<file path="src/rtl/uart_wb_bridge_pkg.sv">
// Shared types and byte codes for the UART-to-Wishbone bridge.
package uart_wb_bridge_pkg;

  typedef enum logic [2:0] {
    IDLE     = 3'd0,
    GET_ADDR = 3'd1,
    GET_DATA = 3'd2,
    BUS      = 3'd3,
    SEND     = 3'd4
  } state_t;

  localparam logic [7:0] CMD_WR  = 8'h57;
  localparam logic [7:0] CMD_RD  = 8'h52;
  localparam logic [7:0] RSP_ACK = 8'h06;
  localparam logic [7:0] RSP_NAK = 8'h15;

endpackage

</file>
<file path="src/rtl/uart_wb_bridge_if.sv">
// Wishbone classic bus between the bridge (master) and the SoC fabric (slave).
interface uart_wb_bridge_if;
  logic        wb_cyc_o;
  logic        wb_stb_o;
  logic        wb_we_o;
  logic [31:0] wb_adr_o;
  logic [31:0] wb_dat_o;
  logic [3:0]  wb_sel_o;
  logic [31:0] wb_dat_i;
  logic        wb_ack_i;
  logic        wb_err_i;

  modport master (
    output wb_cyc_o, wb_stb_o, wb_we_o, wb_adr_o, wb_dat_o, wb_sel_o,
    input  wb_dat_i, wb_ack_i, wb_err_i
  );

  modport slave (
    input  wb_cyc_o, wb_stb_o, wb_we_o, wb_adr_o, wb_dat_o, wb_sel_o,
    output wb_dat_i, wb_ack_i, wb_err_i
  );
endinterface

</file>
<file path="src/rtl/uart_byte_phy.sv">
// 8N1 byte deserialiser/serialiser, DIV clocks per bit.
// tx_busy drops in the final stop-bit clock so a queued byte follows with no idle gap.
module uart_byte_phy #(
  parameter int DIV = 16
) (
  input  logic       clk,
  input  logic       rst,
  input  logic       rx,
  output logic       tx,
  output logic       rx_valid,
  output logic [7:0] rx_data,
  output logic       rx_ferr,
  input  logic       tx_start,
  input  logic [7:0] tx_data,
  output logic       tx_busy
);
  localparam int CW = $clog2(DIV + 1);
  localparam logic [CW-1:0] LAST = CW'(DIV - 1);
  localparam logic [CW-1:0] HALF = CW'(DIV / 2 - 1);

  logic          rx_s1, rx_s2, rx_prev, rx_act;
  logic [CW-1:0] rx_cnt;
  logic [3:0]    rx_bit;

  always_ff @(posedge clk or posedge rst) begin
    if (rst) begin
      rx_s1    <= 1'b1;
      rx_s2    <= 1'b1;
      rx_prev  <= 1'b1;
      rx_act   <= 1'b0;
      rx_cnt   <= '0;
      rx_bit   <= '0;
      rx_data  <= '0;
      rx_valid <= 1'b0;
      rx_ferr  <= 1'b0;
    end else begin
      rx_s1    <= rx;
      rx_s2    <= rx_s1;
      rx_prev  <= rx_s2;
      rx_valid <= 1'b0;
      rx_ferr  <= 1'b0;
      if (!rx_act) begin
        if (rx_prev && !rx_s2) begin
          rx_act <= 1'b1;
          rx_cnt <= '0;
          rx_bit <= '0;
        end
      end else if (rx_cnt == ((rx_bit == 4'd0) ? HALF : LAST)) begin
        rx_cnt <= '0;
        rx_bit <= rx_bit + 4'd1;
        // bit 0 is the mid-start recheck, bit 9 the stop sample
        if (rx_bit == 4'd0) begin
          if (rx_s2) rx_act <= 1'b0;
        end else if (rx_bit == 4'd9) begin
          rx_act   <= 1'b0;
          rx_valid <= rx_s2;
          rx_ferr  <= !rx_s2;
        end else begin
          rx_data <= {rx_s2, rx_data[7:1]};
        end
      end else begin
        rx_cnt <= rx_cnt + 1'b1;
      end
    end
  end

  logic          tx_act;
  logic [CW-1:0] tx_cnt;
  logic [3:0]    tx_bit;
  logic [8:0]    tx_sh;

  assign tx_busy = tx_act && !(tx_bit == 4'd9 && tx_cnt == LAST);

  always_ff @(posedge clk or posedge rst) begin
    if (rst) begin
      tx     <= 1'b1;
      tx_act <= 1'b0;
      tx_cnt <= '0;
      tx_bit <= '0;
      tx_sh  <= '1;
    end else if (tx_start && !tx_busy) begin
      tx     <= 1'b0;
      tx_act <= 1'b1;
      tx_cnt <= '0;
      tx_bit <= '0;
      tx_sh  <= {1'b1, tx_data};
    end else if (tx_act) begin
      if (tx_cnt == LAST) begin
        tx_cnt <= '0;
        if (tx_bit == 4'd9) begin
          tx_act <= 1'b0;
          tx     <= 1'b1;
        end else begin
          tx     <= tx_sh[0];
          tx_sh  <= {1'b1, tx_sh[8:1]};
          tx_bit <= tx_bit + 4'd1;
        end
      end else begin
        tx_cnt <= tx_cnt + 1'b1;
      end
    end
  end

endmodule

</file>
<file path="src/rtl/uart_wb_bridge.sv">
// Serial-command Wishbone master: parses 0x57/0x52 packets, runs one classic cycle, replies.
// Optional UART_WB_BRIDGE_TIMEOUT_EN aborts a cycle with NAK after TIMEOUT_CYCLES clocks.
module uart_wb_bridge
  import uart_wb_bridge_pkg::*;
#(
  parameter int CLK_FREQ       = 200_000_000,
  parameter int BAUD           = 115200,
  parameter int TIMEOUT_CYCLES = 1024
) (
  input  logic                    clk,
  input  logic                    rst,
  input  logic                    uart_rx,
  output logic                    uart_tx,
  uart_wb_bridge_if.master        wb,
  output logic                    busy,
  output logic [7:0]              debug
);
  localparam int DIV = CLK_FREQ / BAUD;
  localparam int TCW = $clog2(TIMEOUT_CYCLES + 1);
  localparam logic [TCW-1:0] TLAST = TCW'(TIMEOUT_CYCLES - 1);
`ifdef UART_WB_BRIDGE_TIMEOUT_EN
  localparam bit TMO_EN = 1'b1;
`else
  localparam bit TMO_EN = 1'b0;
`endif

  logic       rx_valid, rx_ferr, tx_start, tx_busy;
  logic [7:0] rx_data, tx_data;

  uart_byte_phy #(.DIV(DIV)) u_phy (
    .clk(clk), .rst(rst), .rx(uart_rx), .tx(uart_tx),
    .rx_valid(rx_valid), .rx_data(rx_data), .rx_ferr(rx_ferr),
    .tx_start(tx_start), .tx_data(tx_data), .tx_busy(tx_busy)
  );

  state_t         state, state_n;
  logic [2:0]     cnt, cnt_n;
  logic [31:0]    adr, adr_n, dat, dat_n, rdata, rdata_n;
  logic           is_wr, is_wr_n, nak, nak_n, ferr_st, ferr_n, tmo_st, tmo_n;
  logic [TCW-1:0] tcnt;

  always_ff @(posedge clk or posedge rst) begin
    if (rst) begin
      state   <= IDLE;
      cnt     <= '0;
      adr     <= '0;
      dat     <= '0;
      rdata   <= '0;
      is_wr   <= 1'b0;
      nak     <= 1'b0;
      ferr_st <= 1'b0;
      tmo_st  <= 1'b0;
      tcnt    <= '0;
    end else begin
      state   <= state_n;
      cnt     <= cnt_n;
      adr     <= adr_n;
      dat     <= dat_n;
      rdata   <= rdata_n;
      is_wr   <= is_wr_n;
      nak     <= nak_n;
      ferr_st <= ferr_n;
      tmo_st  <= tmo_n;
      tcnt    <= (state == BUS) ? tcnt + 1'b1 : '0;
    end
  end

  always_comb begin
    state_n  = state;
    cnt_n    = cnt;
    adr_n    = adr;
    dat_n    = dat;
    rdata_n  = rdata;
    is_wr_n  = is_wr;
    nak_n    = nak;
    ferr_n   = ferr_st | rx_ferr;
    tmo_n    = tmo_st;
    tx_start = 1'b0;
    tx_data  = RSP_ACK;
    case (state)
      IDLE: if (rx_valid && (rx_data == CMD_WR || rx_data == CMD_RD)) begin
        is_wr_n = (rx_data == CMD_WR);
        cnt_n   = '0;
        state_n = GET_ADDR;
      end
      GET_ADDR: if (rx_ferr) begin
        state_n = IDLE;
      end else if (rx_valid) begin
        adr_n = {adr[23:0], rx_data};
        cnt_n = cnt + 3'd1;
        if (cnt == 3'd3) begin
          cnt_n   = '0;
          state_n = is_wr ? GET_DATA : BUS;
        end
      end
      GET_DATA: if (rx_ferr) begin
        state_n = IDLE;
      end else if (rx_valid) begin
        dat_n = {dat[23:0], rx_data};
        cnt_n = cnt + 3'd1;
        if (cnt == 3'd3) begin
          cnt_n   = '0;
          state_n = BUS;
        end
      end
      BUS: begin
        cnt_n = '0;
        if (wb.wb_err_i) begin
          nak_n   = 1'b1;
          state_n = SEND;
        end else if (wb.wb_ack_i) begin
          nak_n   = 1'b0;
          rdata_n = wb.wb_dat_i;
          state_n = SEND;
        end else if (TMO_EN && tcnt == TLAST) begin
          nak_n   = 1'b1;
          tmo_n   = 1'b1;
          state_n = SEND;
        end
      end
      SEND: if (!tx_busy) begin
        // byte 0 is the status; read data follows MSB first by shifting rdata
        tx_start = 1'b1;
        tx_data  = (cnt == 3'd0) ? (nak ? RSP_NAK : RSP_ACK) : rdata[31:24];
        if (cnt != 3'd0) rdata_n = {rdata[23:0], 8'h00};
        cnt_n = cnt + 3'd1;
        if (cnt == ((nak || is_wr) ? 3'd0 : 3'd4)) state_n = IDLE;
      end
      default: state_n = IDLE;
    endcase
  end

  assign wb.wb_cyc_o = (state == BUS);
  assign wb.wb_stb_o = (state == BUS);
  assign wb.wb_we_o  = is_wr;
  assign wb.wb_adr_o = adr;
  assign wb.wb_dat_o = dat;
  assign wb.wb_sel_o = 4'hF;

  assign busy  = (state != IDLE) || tx_busy;
  assign debug = {state, ferr_st, tmo_st & TMO_EN, 3'b000};

endmodule

</file>
<file path="src/flat_wrapper.sv">
// flat-port wrapper written by rule: the top's interface ports become plain ports
module uart_wb_bridge_flat import uart_wb_bridge_pkg::*;
#(
  parameter int CLK_FREQ       = 200_000_000,
  parameter int BAUD           = 115200,
  parameter int TIMEOUT_CYCLES = 1024
)
  (clk, rst, uart_rx, uart_tx, busy, debug, wb_wb_cyc_o, wb_wb_stb_o, wb_wb_we_o, wb_wb_adr_o, wb_wb_dat_o, wb_wb_sel_o, wb_wb_dat_i, wb_wb_ack_i, wb_wb_err_i);
  uart_wb_bridge_if wb_i ();
  input  logic clk;
  input  logic rst;
  input  logic uart_rx;
  output logic uart_tx;
  output logic busy;
  output logic [7:0] debug;
  output wire logic [$bits(wb_i.wb_cyc_o)-1:0] wb_wb_cyc_o;
  output wire logic [$bits(wb_i.wb_stb_o)-1:0] wb_wb_stb_o;
  output wire logic [$bits(wb_i.wb_we_o)-1:0] wb_wb_we_o;
  output wire logic [$bits(wb_i.wb_adr_o)-1:0] wb_wb_adr_o;
  output wire logic [$bits(wb_i.wb_dat_o)-1:0] wb_wb_dat_o;
  output wire logic [$bits(wb_i.wb_sel_o)-1:0] wb_wb_sel_o;
  input wire logic [$bits(wb_i.wb_dat_i)-1:0] wb_wb_dat_i;
  input wire logic [$bits(wb_i.wb_ack_i)-1:0] wb_wb_ack_i;
  input wire logic [$bits(wb_i.wb_err_i)-1:0] wb_wb_err_i;
  assign wb_wb_cyc_o = wb_i.wb_cyc_o;
  assign wb_wb_stb_o = wb_i.wb_stb_o;
  assign wb_wb_we_o = wb_i.wb_we_o;
  assign wb_wb_adr_o = wb_i.wb_adr_o;
  assign wb_wb_dat_o = wb_i.wb_dat_o;
  assign wb_wb_sel_o = wb_i.wb_sel_o;
  assign wb_i.wb_dat_i = wb_wb_dat_i;
  assign wb_i.wb_ack_i = wb_wb_ack_i;
  assign wb_i.wb_err_i = wb_wb_err_i;
  uart_wb_bridge #(.CLK_FREQ(CLK_FREQ), .BAUD(BAUD), .TIMEOUT_CYCLES(TIMEOUT_CYCLES)) u_core (.clk(clk), .rst(rst), .uart_rx(uart_rx), .uart_tx(uart_tx), .wb(wb_i), .busy(busy), .debug(debug));
endmodule
</file>
<file path="config.mk">
export PLATFORM = sky130hd
export DESIGN_NAME = uart_wb_bridge_flat
export DESIGN_NICKNAME = d
export VERILOG_FILES = /design/src/rtl/uart_wb_bridge_pkg.sv /design/src/rtl/uart_wb_bridge_if.sv /design/src/rtl/uart_byte_phy.sv /design/src/rtl/uart_wb_bridge.sv /design/src/flat_wrapper.sv
export SDC_FILE = /design/constraint.sdc
export NUM_CORES = 1
export LEC_CHECK = 0
export BUFFER_PORTS_ARGS = -buffer_cell sky130_fd_sc_hd__buf_2
export CORE_ASPECT_RATIO = 2
export CORE_MARGIN = 2
export CORE_UTILIZATION = 48
export CTS_CLUSTER_SIZE = 28
export DETAILED_ROUTE_END_ITERATION = 6
export GPL_TIMING_DRIVEN = 0
export PLACE_DENSITY_LB_ADDON = 0.3
export SYNTH_ARGS = -nofsm -noshare
export SYNTH_HDL_FRONTEND = slang
export SYNTH_SLANG_ARGS = --single-unit
</file>
<file path="constraint.sdc">
create_clock -name clk -period 5.8 [get_ports clk]
set_clock_uncertainty 0.1 [all_clocks]
set_input_delay 0.29 -clock clk [delete_from_list [all_inputs] [get_ports clk]]
set_output_delay 0.29 -clock clk [all_outputs]
set_load 0.01 [all_outputs]
</file>
==> flow_summary.json <==
{
  "place_congestion": 0.957,
  "met1_length_mm": 6.42,
  "top_layer_used": "met4",
  "cts-root-buf": "clkbuf_16",
  "worstPathArrival_ns": 3.03,
  "clkTransAtPathRegs_ns": 0.07,
  "viasPerCell": 5.60,
  "final_hold_viol_count": 0,
  "start_util_pct": 48.5,
  "ys_types": 64,
  "peakVddDrop_v": 0.000205,
  "grt-ovfl-total": 0,
  "placed_cells": 918,
  "clock_path_buffers": 2,
  "worst_path_largest_cell_delay_ns": 0.66,
  "route.met2.wl_mm": 9.43,
  "seq_power_share_pct": 48.0,
  "chipHeight_microns": 177,
  "drv_cap": 0,
  "rows": 63,
  "synthCells": 607,
  "htree_levels": 4,
  "synthArstFlopShare_pct": 100,
  "postRouteAntennaNets": 0,
  "die_x_microns": 90.3,
  "grt_pass1_wl_mm": 27.9,
  "leakagePower_nw": 4.39,
  "fmax_ghz": 0.350,
  "pwr-share-clk_pct": 47.4,
  "cts_sinks": 159,
  "outcome": "finished, final reports clean",
  "setup-violations-final": 0,
  "p_int_mw": 1.82,
  "drc_errors": 0,
  "met3_length_microns": 561,
  "rsz0062_at_grt": "false",
  "synth-edff-count": 0,
  "hold-path-cell-count": 2,
  "dpl.hpwl_mm": 12.1,
  "synth.avg_cell_area_sq_um": 11.8,
  "combPwrFrac_pct": 4.6,
  "yosysWarnings": 0,
  "switching_share_pct": 24.4,
  "post_cts_buffers": 0,
  "path_class": "flop to flop",
  "ys_ff_latch": 159,
  "worstSkewPairLatency_ns": 0.42,
  "crit_required_ns": 5.97,
  "r2r_cells": 6,
  "n_fill_cell": 1214,
  "grt_max_degree": 82,
  "power_per_cell_area_nw_per_um2": 277,
  "slew_headroom_pct": 46.6,
  "place.port_buffers": 109,
  "cp_max_fo": 10,
  "worst_pin_slew_ns": 0.796,
  "net-switching-power_uw": 590,
  "cts_hold_buf": 10,
  "drive_gt1_share_pct": 32.8,
  "crit_path_top_delay_cell": "o41ai_4",
  "vias": 5383,
  "synthesis.area_sq_um": 7150,
  "worstSetupStartpointType": "flop",
  "end_kind": "flop",
  "io_pins": 118,
  "antenna_found_initial": 1,
  "yosysSeqAreaShare_pct": 55.8,
  "finalPower_mw": 2.41,
  "slew_viol_final": 0,
  "stdcell_count": 961,
  "fin_nets": 800,
  "min_path_type": "primary input to flop",
  "die_area_sq_um": 16000,
  "cts.repair.resized": 0,
  "grt.total_usage_pct": 21.9,
  "period_minus_slack_ns": 2.85,
  "crit_chain": "or4bb_1 -> o41ai_4 -> nand2_1 -> clkbuf_1 -> o22ai_1 -> a2bb2oi_1",
  "syn2layout_area_growth_pct": 21.8,
  "post-route-period-util_pct": 49.2,
  "dr.pass1.iters": 4,
  "grt_pass1_vias": 5653,
  "totalWireLength_mm": 16.8,
  "cts_tree": "built",
  "core_area_sq_um": 14700,
  "drtIter0Drc": 247,
  "ys.flop_type": "dfrtp_1",
  "routedWlPerCell_microns": 17.4,
  "cts_made_buffers": 17
}
[layer usage]
metal	track usage [%]	vias to the layer above
li1	-	2513
met5	0	-
met2	41.4	142
met1	23.3	2703
met3	4.09	25
met4	9.94	0
[cell usage after synthesis (8+ instances only)]
| library cell | n | share of area (%) |
|---|---|---|
| o22ai_1 | 31 | 2.7 |
| mux2_2 | 71 | 11 |
| o21ai_0 | 20 | 1.4 |
| buf_4 | 10 | 1.0 |
| a22o_1 | 11 | 1.3 |
| nand2_1 | 41 | 2.2 |
| ha_1 | 11 | 1.9 |
| nand4_1 | 8 | 0.70 |
| xnor2_1 | 8 | 0.98 |
| a21oi_1 | 16 | 1.1 |
| clkbuf_1 | 21 | 1.1 |
| dfstp_2 | 12 | 4.4 |
| a2bb2oi_1 | 23 | 2.8 |
| inv_1 | 22 | 1.2 |
| nand3_1 | 19 | 1.3 |
| dfrtp_1 | 147 | 51 |
| nor2_1 | 25 | 1.3 |
[sequential cells by signal, summed over array words and instances, names as in the netlist, 3 cells and up]
name                  cells
u_core.rdata             32
u_core.wb.wb_adr_o       32
u_core.wb.wb_dat_o       32
u_core.u_phy.rx_cnt      11
u_core.u_phy.tx_cnt      11
u_core.u_phy.rx_data      8
u_core.u_phy.tx_sh        8
u_core.u_phy.rx_bit       4
u_core.u_phy.tx_bit       4
u_core.cnt                3
u_core.state              3
[cells by family (layout without fill, tap and decap cells)]
| group | count (synthesis) | in the layout | synth area share [%] |
|---|---|---|---|
| AO/OA/AOI/OAI | 138 | 138 | 14.0 |
| XOR/XNOR | 13 | 13 | 1.59 |
| adder cells (fa/ha/maj) | 11 | 11 | 1.92 |
| buffers and inverters | 65 | 217 | 4.02 |
| flip-flops | 159 | 159 | 55.8 |
| multiplexers | 78 | 78 | 12.2 |
| other | 2 | 9 | 0.105 |
| AND/OR/NAND/NOR | 141 | 141 | 10.3 |
[final timing paths]
check	startpoint	end	slack (ns)
setup / recovery	u_core.u_phy.tx_cnt[5]$_DFFE_PP0P_	u_core.rdata[8]$_DFFE_PP0P_	2.95
min in group asynchronous	rst	u_core.rdata[10]$_DFFE_PP0P_	0.42
hold reg to reg	u_core.u_phy.rx_s1$_DFF_PP1_	u_core.u_phy.rx_s2$_DFF_PP1_	0.26
setup reg to reg	u_core.u_phy.tx_cnt[5]$_DFFE_PP0P_	u_core.rdata[8]$_DFFE_PP0P_	2.95
hold / removal	wb_wb_err_i	u_core.nak$_DFFE_PP0P_	0.06
max in group asynchronous	rst	u_core.u_phy.tx$_DFFE_PP1P_	4.30
[through the flow]
| stage | worst slack, ns | hold slack [ns] | area [sq um] | TNS, ns | util (%) |
|---|---|---|---|---|---|
| 2_1_floorplan | 1.14 | 0.194 | 7180 | 0 | - |
| 3_3_place_gp | -0.338 | 0.247 | 7970 | -48.03 | 54.0 |
| 3_5_place_dp | 3.01 | 0.247 | 8000 | 0 | 54.3 |
| 4_1_cts | 2.98 | 0.0391 | 8710 | 0 | 59.1 |
| 5_1_grt | 2.86 | 0.0604 | 8710 | 0 | 59.1 |
| 6_report | 2.95 | 0.0588 | 8710 | 0 | 59.1 |
[cells in the final DEF (no fill, tap or decap), types with 4 or more instances in the layout]
master	netlist	routed
dfrtp_1	147	147
buf_2	5	114
mux2_2	71	71
nand2_1	41	41
o22ai_1	31	31
nor2_1	25	25
a2bb2oi_1	23	23
clkbuf_1	21	21
inv_1	22	21
o21ai_0	20	20
nand3_1	19	19
clkbuf_16	0	17
a21oi_1	16	16
dfstp_2	12	12
a22o_1	11	11
ha_1	11	11
buf_4	10	10
dlygate4sd3_1	0	10
nand4_1	8	8
xnor2_1	8	8
conb_1	2	8
buf_1	7	7
inv_6	0	7
nor4_1	6	6
a31oi_1	6	6
mux2i_1	6	6
nand2b_1	5	5
xor2_1	5	5
nor3_1	5	5
or3_1	4	4
and3_1	4	4
inv_8	0	4
[critical path: cells and delay by family (launching register included)]
family | cells | cell delay [ns]
buffers and inverters | 1 | 0.34
AO/OA/AOI/OAI | 3 | 1.02
flip-flops | 1 | 0.41
AND/OR/NAND/NOR | 2 | 0.83
[power by group through the flow]
stage / Clock (mW) / Sequential (mW) / Combinational, mW
global placement: 0 / 1.18 / 0.0994
detailed placement: 0 / 1.18 / 0.107
global route: 1.21 / 1.16 / 0.128
CTS: 1.16 / 1.16 / 0.113
finish: 1.14 / 1.16 / 0.111
floorplan: 0 / 1.17 / 0.0750
[layout make-up]
class                      instances  area, sq um  share of cell area [%]
inverter                          22         87.6                    1.01
multi-input combinational        389         2900                    33.2
buffer                            43          205                    2.35
antenna                            1         2.50                  0.0287
clock buffer                      19          453                    5.20
clock inverter                    13          160                    1.84
sequential                       159         3990                    45.8
tap                              195          244                    2.80
timing repair buffer             120          673                    7.72
Note: power is estimated with default switching activity, not from simulation.
